**config.mk**
```make
export PLATFORM = sky130hd
export DESIGN_NAME = mux_scan_reg_flat
export DESIGN_NICKNAME = d
export VERILOG_FILES = /design/src/rtl/mux_scan_reg_if.sv /design/src/rtl/mux_scan_reg.sv /design/src/flat_wrapper.sv
export SDC_FILE = /design/constraint.sdc
export NUM_CORES = 1
export LEC_CHECK = 0
export ABC_AREA = 1
export CAP_MARGIN = 25
export CORE_UTILIZATION = 47
export DETAILED_ROUTE_END_ITERATION = 16
export PLACE_DENSITY = 0.87
export SLEW_MARGIN = 5
export SYNTH_ARGS = -nofsm -noshare
export SYNTH_HDL_FRONTEND = slang
export SYNTH_SLANG_ARGS = --single-unit
```
**constraint.sdc**
```tcl
create_clock -name clk -period 2.69 [get_ports clk]
set_input_delay 0.4035 -clock clk [delete_from_list [all_inputs] [get_ports clk]]
set_output_delay 0.4035 -clock clk [all_outputs]
set_load 0.01 [all_outputs]
```
**src/rtl/mux_scan_reg_if.sv**
```systemverilog
// Bus bundle for mux_scan_reg: packed channel inputs, selection controls,
// and the registered output/index pair with its status flags.
interface mux_scan_reg_if #(
  parameter int WIDTH    = 4,
  parameter int CHANNELS = 8,
  parameter int SEL_W    = 3
);
  logic                      en;
  logic                      mode;
  logic [SEL_W-1:0]          sel;
  logic [CHANNELS-1:0]       mask;
  logic [CHANNELS*WIDTH-1:0] d;
  logic [WIDTH-1:0]          y;
  logic [SEL_W-1:0]          ch;
  logic                      strobe;
  logic                      none_active;

  modport master (
    output en, mode, sel, mask, d,
    input  y, ch, strobe, none_active
  );

  modport slave (
    input  en, mode, sel, mask, d,
    output y, ch, strobe, none_active
  );
endinterface

```
**src/rtl/mux_scan_reg.sv**
```systemverilog
// Registered N-channel mux with manual select or round-robin scan
// (programmable dwell, per-channel skip mask); y and ch always agree.
module mux_scan_reg #(
  parameter int WIDTH    = 4,
  parameter int CHANNELS = 8,
  parameter int SEL_W    = 3,
  parameter int DWELL    = 4
) (
  input logic            clk,
  input logic            rst_n,
  mux_scan_reg_if.slave  bus
);

  localparam int CNT_W = (DWELL > 1) ? $clog2(DWELL) : 1;

  logic [WIDTH-1:0] chan [CHANNELS];

  logic [WIDTH-1:0] y_q;
  logic [SEL_W-1:0] ch_q;
  logic [CNT_W-1:0] cnt_q;
  logic             strobe_q;
  logic             none_q;

  logic [WIDTH-1:0] y_next;
  logic [SEL_W-1:0] ch_next;
  logic [CNT_W-1:0] cnt_next;
  logic [SEL_W-1:0] scan_next;
  logic             sel_ok;
  logic             mask_empty;
  logic             cnt_last;

  for (genvar i = 0; i < CHANNELS; i++) begin : g_chan
    assign chan[i] = bus.d[i*WIDTH +: WIDTH];
  end

  // NOTE: every variable gets a default at the top of the block so no path
  // leaves it unassigned; otherwise synthesis infers a latch.
  always_comb begin
    sel_ok = 1'b0;
    for (int i = 0; i < CHANNELS; i++) begin
      if (bus.sel == SEL_W'(i)) sel_ok = 1'b1;
    end

    // First set mask bit strictly after ch, circularly; ch itself if none.
    scan_next = ch_q;
    for (int k = CHANNELS - 1; k >= 1; k--) begin
      int idx;
      idx = int'(ch_q) + k;
      if (idx >= CHANNELS) idx = idx - CHANNELS;
      if (bus.mask[SEL_W'(idx)]) scan_next = SEL_W'(idx);
    end

    mask_empty = (bus.mask == '0);
    cnt_last   = (cnt_q == CNT_W'(DWELL - 1));

    ch_next  = ch_q;
    cnt_next = cnt_q;
    if (!bus.mode) begin
      if (sel_ok) ch_next = bus.sel;
      cnt_next = '0;
    end else if (mask_empty) begin
      cnt_next = '0;
    end else if (none_q || !bus.mask[ch_q] || cnt_last) begin
      // Leaving an empty mask, or the current channel was dropped, or dwell done.
      ch_next  = scan_next;
      cnt_next = '0;
    end else begin
      cnt_next = cnt_q + CNT_W'(1);
    end

    y_next = (bus.mode && mask_empty) ? '0 : chan[ch_next];
  end

  // NOTE: sequential state uses non-blocking assignments so every register
  // samples the pre-edge values of the others.
  always_ff @(posedge clk or negedge rst_n) begin
    if (!rst_n) begin
      y_q      <= '0;
      ch_q     <= '0;
      cnt_q    <= '0;
      strobe_q <= 1'b0;
      none_q   <= 1'b0;
    end else if (bus.en) begin
      y_q      <= y_next;
      ch_q     <= ch_next;
      cnt_q    <= cnt_next;
      strobe_q <= (ch_next != ch_q);
      none_q   <= bus.mode && mask_empty;
    end else begin
      strobe_q <= 1'b0;
    end
  end

  assign bus.y           = y_q;
  assign bus.ch          = ch_q;
  assign bus.strobe      = strobe_q;
  assign bus.none_active = none_q;

endmodule
```
**src/flat_wrapper.sv**
```systemverilog
// flat-port wrapper written by rule: the top's interface ports become plain ports
module mux_scan_reg_flat 
#(
  parameter int WIDTH    = 4,
  parameter int CHANNELS = 8,
  parameter int SEL_W    = 3,
  parameter int DWELL    = 4
)
  (clk, rst_n, bus_en, bus_mode, bus_sel, bus_mask, bus_d, bus_y, bus_ch, bus_strobe, bus_none_active);
  mux_scan_reg_if #(.WIDTH(WIDTH), .CHANNELS(CHANNELS), .SEL_W(SEL_W)) bus_i ();
  input logic clk;
  input logic rst_n;
  input wire logic [$bits(bus_i.en)-1:0] bus_en;
  input wire logic [$bits(bus_i.mode)-1:0] bus_mode;
  input wire logic [$bits(bus_i.sel)-1:0] bus_sel;
  input wire logic [$bits(bus_i.mask)-1:0] bus_mask;
  input wire logic [$bits(bus_i.d)-1:0] bus_d;
  output wire logic [$bits(bus_i.y)-1:0] bus_y;
  output wire logic [$bits(bus_i.ch)-1:0] bus_ch;
  output wire logic [$bits(bus_i.strobe)-1:0] bus_strobe;
  output wire logic [$bits(bus_i.none_active)-1:0] bus_none_active;
  assign bus_i.en = bus_en;
  assign bus_i.mode = bus_mode;
  assign bus_i.sel = bus_sel;
  assign bus_i.mask = bus_mask;
  assign bus_i.d = bus_d;
  assign bus_y = bus_i.y;
  assign bus_ch = bus_i.ch;
  assign bus_strobe = bus_i.strobe;
  assign bus_none_active = bus_i.none_active;
  mux_scan_reg #(.WIDTH(WIDTH), .CHANNELS(CHANNELS), .SEL_W(SEL_W), .DWELL(DWELL)) u_core (.clk(clk), .rst_n(rst_n), .bus(bus_i));
endmodule
```
* Word-level counts from Yosys, hierarchy flattened
Index checks and enable logic that the tools add are counted.
** Word-level totals
- Register bits :: 11
- Bits of input ports :: 47
** Operators by class
- Add/subtract/negate cells :: 15
- $lt $le $gt $ge :: 16
- Eq/ne operators :: 9
- Mux-type cells :: 57
- Bitwise gates (word level) :: 1
- Reduce and logical (&&, ||, !) cells :: 6
** Operators by type and width (count)
- $mux 3 :: 18
- $lt 3x5->1 const B :: 7
- $ge 4x4->1 const B :: 8
- $bmux 1 s3 :: 8
- $mux 1 :: 24
- $sub 3x1->3 const B :: 7
- $add 3x3->4 const B :: 4
- $bmux 4 s3 :: 1
- $eq 3x3->1 const B :: 4
- $mux 4 :: 3
- $add 3x2->4 const B :: 2
- $logic_not 8->1 :: 1
- $eq 3x2->1 const B :: 2
- $mux 2 :: 3
- $add 3x1->4 const B :: 1
- $lt 3x4->1 const B :: 1
- $not 3->4 :: 1
- $eq 3x1->1 const B :: 1
- $logic_not 3->1 :: 1
- $ne 3x3->1 :: 1
- $add 2x1->2 const B :: 1
- $eq 2x2->1 const B :: 1
- $logic_or 1x1->1 :: 2
- $logic_and 1x1->1 :: 1
- $logic_not 1->1 :: 1

* Logic depth before layout (Yosys ltp)
Gate-level depths: netlist of the first run.
- Word-level depth :: 21
- Depth in mapped cells :: 23
- Gate-level depth less buffers :: 21

* Worst setup path before layout of the first run
No wires, ideal clock.
- Path kind :: reg2reg
- From :: register u_core.ch_q[1], in the netlist u_core.bus.ch[1]
- To :: register u_core.y_q[0], in the netlist u_core.bus.y[0]
- Arrival :: 2.426 ns
- Data required time :: 2.572 ns
- Setup slack :: 0.146 ns
- Stages on the path, launching flop included :: 24
- Path buffers :: 2
- Cell sequence :: dfrtp_1 inv_1 buf_4 ha_1 inv_2 nand3_1 nand3_2 nand2_1 nand2_1 nand2_1 nand2_1 nand2_1 nand2_1 nand2_2 nand2_1 nand2_2 nand3_4 nand2_8 buf_12 nand2_2 nand3_1 nand3_1 nand3_1 nand2_1
** Between the ends
- Word-level cells in the longest chain between the ends :: 21
** Ends and longest elaborated chain
- start, declared :: line mux_scan_reg.sv:19 : logic [SEL_W-1:0] ch_q;
- start signal, assigned :: line mux_scan_reg.sv:85 : ch_q <= ch_next;
- $add 3x3->4 :: line mux_scan_reg.sv:48 : idx = int'(ch_q) + k;
- $ge 4x4->1 / $sub 3x1->3 (equally long branches) :: line mux_scan_reg.sv:49 : if (idx >= CHANNELS) idx = idx - CHANNELS;
- $mux 3 :: line mux_scan_reg.sv:49
- $bmux 1 s3 :: line mux_scan_reg.sv:50 : if (bus.mask[SEL_W'(idx)]) scan_next = SEL_W'(idx);
- $mux 1 (not written as such) (2 in a row) :: line mux_scan_reg.sv:50
- $mux 3 (7 in a row) :: line mux_scan_reg.sv:50
- $mux 3 :: line mux_scan_reg.sv:63 : end else if (none_q || !bus.mask[ch_q] || cnt_last) begin
- $mux 3 :: line mux_scan_reg.sv:61 : end else if (mask_empty) begin
- $mux 3 (*) :: line mux_scan_reg.sv:58 : if (!bus.mode) begin
- $not 3->4 (not written as such) (*) :: line mux_scan_reg.sv:71 : y_next = (bus.mode && mask_empty) ? '0 : chan[ch_next];
- $bmux 4 s3 (*) :: line mux_scan_reg.sv:71
- $mux 4 (not written as such) (*) (2 in a row) :: line mux_scan_reg.sv:71
- $mux 4 (*) :: line mux_scan_reg.sv:71
- end signal, assigned :: line mux_scan_reg.sv:84 : y_q <= y_next;
- end, declared :: line mux_scan_reg.sv:18 : logic [WIDTH-1:0] y_q;
Every way passes the cells marked *; elsewhere a longest branch is shown, timed or not. The select of a mux whose other input is x is not followed.
A chain may end at the register's enable or synchronous reset.

* Final worst setup path of the first run
- From :: register u_core.ch_q[1], in the netlist u_core.bus.ch[1]
- To :: register u_core.y_q[1], in the netlist u_core.bus.y[1]
The elaborated chain is that of the path after synthesis.

==> key figures, run 1 <==
Detailed routing
  • Vias: between 2k and 2.5k
  • Iter 0 DRT Violations: 183
  • Final WL: 4860 um
  • Drc violations: 0
  • Drt wl/cell: 12.5 um
  • DR vias/cell: approximately 5.4
  • Antenna-violating nets left: 0
  • TritonRoute pass-1 iters: 5

Timing
  • Hold Vio Cnt, Final: 0
  • Setup-failing EPs final: 0
  • Crit share post-route: between 90% and 100%
  • Clock Skews: 4.59 ps
  • Max Transition Viols Final: 0
  • Worst slew pin tran: 539 ps
  • Crit path time final: 2500 ps
  • RSZ-0062 raised after global routing: false
  • Fmax: approximately 400 MHz
  • Slew headroom: between 60% and 70%
  • Setup TNS: 0 ps
  • Setup ws final: 194 ps

Setup path
  • WS Path Type: reg2reg
  • CP max FO: 12
  • Crit path largest cell delay: 390 ps
  • Worst path bufs/invs: 4
  • Worst path most repeated cell: nand2_1
  • Kind of cell adding the most delay to the critical path: simple AND/OR/NAND/NOR gates
  • CP Capture Type: flop
  • Critical Path Start Type: flop
  • Critical Path Slowest Stage Cell: dfrtp_1
  • Req. time, crit path: 2850 ps
  • CP Data Arrival Time: 2660 ps
  • CP cell instances: buf_4 > ha_2 > xor2_4 > inv_2 > nand3_2 > nand2_2 > inv_2 > nand2_1 > nand2_1 > nand2_1 > nand2_1 > nand2_2 > nand2_1 > nand2_2 > nand3_4 > nand2_8 > buf_4 > nand2_2 > nand3_1 > nand3_1 > nand3_1 > nand2_1

Floorplan
  • Ports: 56
  • Rows: 21
  • Initial Util: 49.7%
  • Core area: 3360 um^2
  • Chip width: 61.6 um
  • Die area: 3800 um^2
  • Die Y-Extent: 61.6 um

Global routing
  • Largest net degree at the start of global routing: 19
  • Global Route met3 Usage: under 10%
  • First-pass GRT wire length: 7330 um
  • Vias in the first global route: 1853
  • All-Layer GR Usage: 25.5%
  • Met1 GRT Util: 29.6%
  • Antenna violations before repair: 0
  • M2 GR Usage: ~48%
  • Global route total overflow: 0
  • Busiest grt layer: met2

Synth
  • Yosys Warn Count: 0
  • Post-Syn Instances: 278
  • Ranking of synthesized cells by area: nand3_1 (20%), nand2_1 (18%), dfrtp_1 (16%)
  • Most frequent cell after synthesis: nand2_1
  • Synthesized flop and latch total: 11
  • Most frequent cells after synthesis: nand2_1 (79), nand3_1 (68), inv_1 (40)
  • Syn_nets: 328
  • Top_reg_cell synth: dfrtp_1
  • Area share of the largest cell type after synthesis: 20.4%
  • Synth cell types: 29
  • Cell Area, Synth: 1670 um^2
  • Register area share after synthesis: 16.5%
  • FFs w/ async S/R, synth: 100%
  • Largest area contributor in the netlist: nand3_1
  • Mean Syn Cell Area: 6.01 um^2
  • Post-synth EDFFs: 0

Power
  • LEAKAGE: 1.23 nW
  • Peak supply drop: between 0.0005 and 0.0006 V
  • Pwr/cell area: roughly 1200 nW/um^2

Status
  • Outcome: complete, no violations

Clock network
  • Clock root buffer: clkbuf_4
  • CTS tree: done
  • Clock sinks: 11
  • Worst-Skew Late Latency: 270 ps
  • Clock buffer count from CTS: 3
  • Clock Tree Buf Depth: 2
  • Htree depth: 1
  • Hold buffer count at CTS: 0
  • Clock transition at path regs: 70 ps

Min path
  • Worst hold path class: in2async

Cells and area
  • Share of layout cells above drive strength 1: 17.2%
  • Fin nets: 394
  • Area growth, synth to finish: 43.6%
  • # diodes: 0
  • Fillers: 291
  • Multi-input gate area: approximately 1200 um^2
  • Post-Route Utilization: 71.4%
  • FF+latch area: ~280 um^2

Place
  • Placer Congestion: 0.967
  • Count of buffers from port buffering: 55
  • Dpl hpwl: about 3700 um
  • Place WS: ~30 ps

Job
  • Max_cap viols: 0
==> where the power goes <==
group	total (mW)	leakage, nW	internal [mW]	switching [mW]
combinational	2.54	1.08	1.03	1.51
clock	0.113	0.0150	0.0574	0.0560
sequential	0.272	0.136	0.230	0.0413
total	2.93	1.23	1.32	1.61
==> area by class of cell <==
| class | instances | area share, % |
|---|---|---|
| Inverter | 47 | 7.45 |
| Clock buffer | 4 | 1.09 |
| Multi-Input combinational cell | 212 | 49.6 |
| Timing Repair Buffer | 69 | 28.0 |
| Sequential cell | 11 | 11.5 |
| Tap cell | 46 | 2.40 |
==> layer usage <==
metal | part of all wire [%] | routed length, um
met5 | 0 | 0
met4 | 2.0 | 95
met3 | 5.9 | 285
met2 | 50 | 2450
met1 | 42 | 2030
==> logic make-up (layout without fill, tap and decap cells) <==
family | after synthesis | count (layout) | synth area share [%]
and+or+nand+nor | 183 | 186 | 55.1
buffers and inverters | 58 | 120 | 16.2
AOI/OAI and AO/OA | 18 | 18 | 5.84
DFF | 11 | 11 | 16.5
xor gates and xnor gates | 5 | 5 | 4.19
adders and majority gates | 3 | 3 | 2.25
==> placed cells by master (no fill, tap or decap) <==
master / netlist / routed
nand4_1: 1 / 1
nor4_1: 2 / 2
nand3b_1: 4 / 4
clkbuf_1: 2 / 1
dfrtp_1: 11 / 11
ha_4: 0 / 1
nand2_8: 1 / 1
ha_2: 0 / 1
o21ai_2: 1 / 1
buf_12: 1 / 1
a21oi_1: 8 / 8
buf_6: 3 / 1
clkdlybuf4s50_1: 0 / 55
inv_4: 0 / 1
nand3_2: 11 / 14
xor2_1: 2 / 1
ha_1: 3 / 1
nand3_1: 68 / 66
nand2_4: 0 / 2
nand3_4: 1 / 1
clkbuf_4: 0 / 3
xor2_2: 1 / 2
inv_2: 7 / 6
o21ai_1: 1 / 1
buf_4: 3 / 12
a31oi_1: 3 / 3
inv_1: 40 / 40
xnor2_1: 1 / 1
nand2_2: 10 / 10
o21ai_0: 5 / 5
or2_2: 1 / 1
nor2_1: 5 / 5
xor2_4: 1 / 1
nand2_1: 79 / 79
==> worst paths after layout <==
path / start / endpoint / slack [ps] / cells after the start
min in group clk: u_core.bus.y[1]$_DFFE_PN0P_ / u_core.bus.y[1]$_DFFE_PN0P_ / 490 / 2
worst min-delay path: rst_n / u_core.bus.none_active$_DFFE_PN0P_ / 460 / 1
max in group asynchronous: rst_n / u_core.bus.ch[0]$_DFFE_PN0P_ / 1900 / 1
worst max-delay path: u_core.bus.ch[1]$_DFFE_PN0P_ / u_core.bus.y[1]$_DFFE_PN0P_ / 190 / 22
worst max register to register: u_core.bus.ch[1]$_DFFE_PN0P_ / u_core.bus.y[1]$_DFFE_PN0P_ / 190 / 22
worst min register to register: u_core.bus.y[1]$_DFFE_PN0P_ / u_core.bus.y[1]$_DFFE_PN0P_ / 490 / 2
==> flip-flops by register name (all words and copies together), names as in the netlist <==
register / cells
u_core.bus.ch: 3
u_core.bus.none_active: 1
u_core.bus.strobe: 1
u_core.bus.y: 4
u_core.cnt_q: 2
==> metrics by stage <==
stage / power (mW) / hold slack [ps] / cells / instance area [um^2]
after floorplan: 2.04 / 108 / 278 / 1670
after global placement: 2.56 / 471 / 378 / 2270
after detailed placement: 2.58 / 471 / 378 / 2270
after CTS: 2.70 / 465 / 382 / 2300
after global routing: 3.22 / 479 / 389 / 2400
final: 2.93 / 457 / 389 / 2400
==> timing repair <==
item,4_1_cts,5_1_grt
buffers inserted,0,4
resized for setup,0,8
setup endpoints to repair,0,5
Power figures use the tool's default switching activity.
==> run 2, diff against run 1 <==
--- a/config.mk
+++ b/config.mk
@@ -6,7 +6,6 @@
 export NUM_CORES = 1
 export LEC_CHECK = 0
 export ABC_AREA = 1
-export CAP_MARGIN = 25
 export CORE_UTILIZATION = 47
 export DETAILED_ROUTE_END_ITERATION = 16
 export PLACE_DENSITY = 0.87
==> results of run 2 <==
No change in the layout: final DEF, timing and power equal those of run 1.
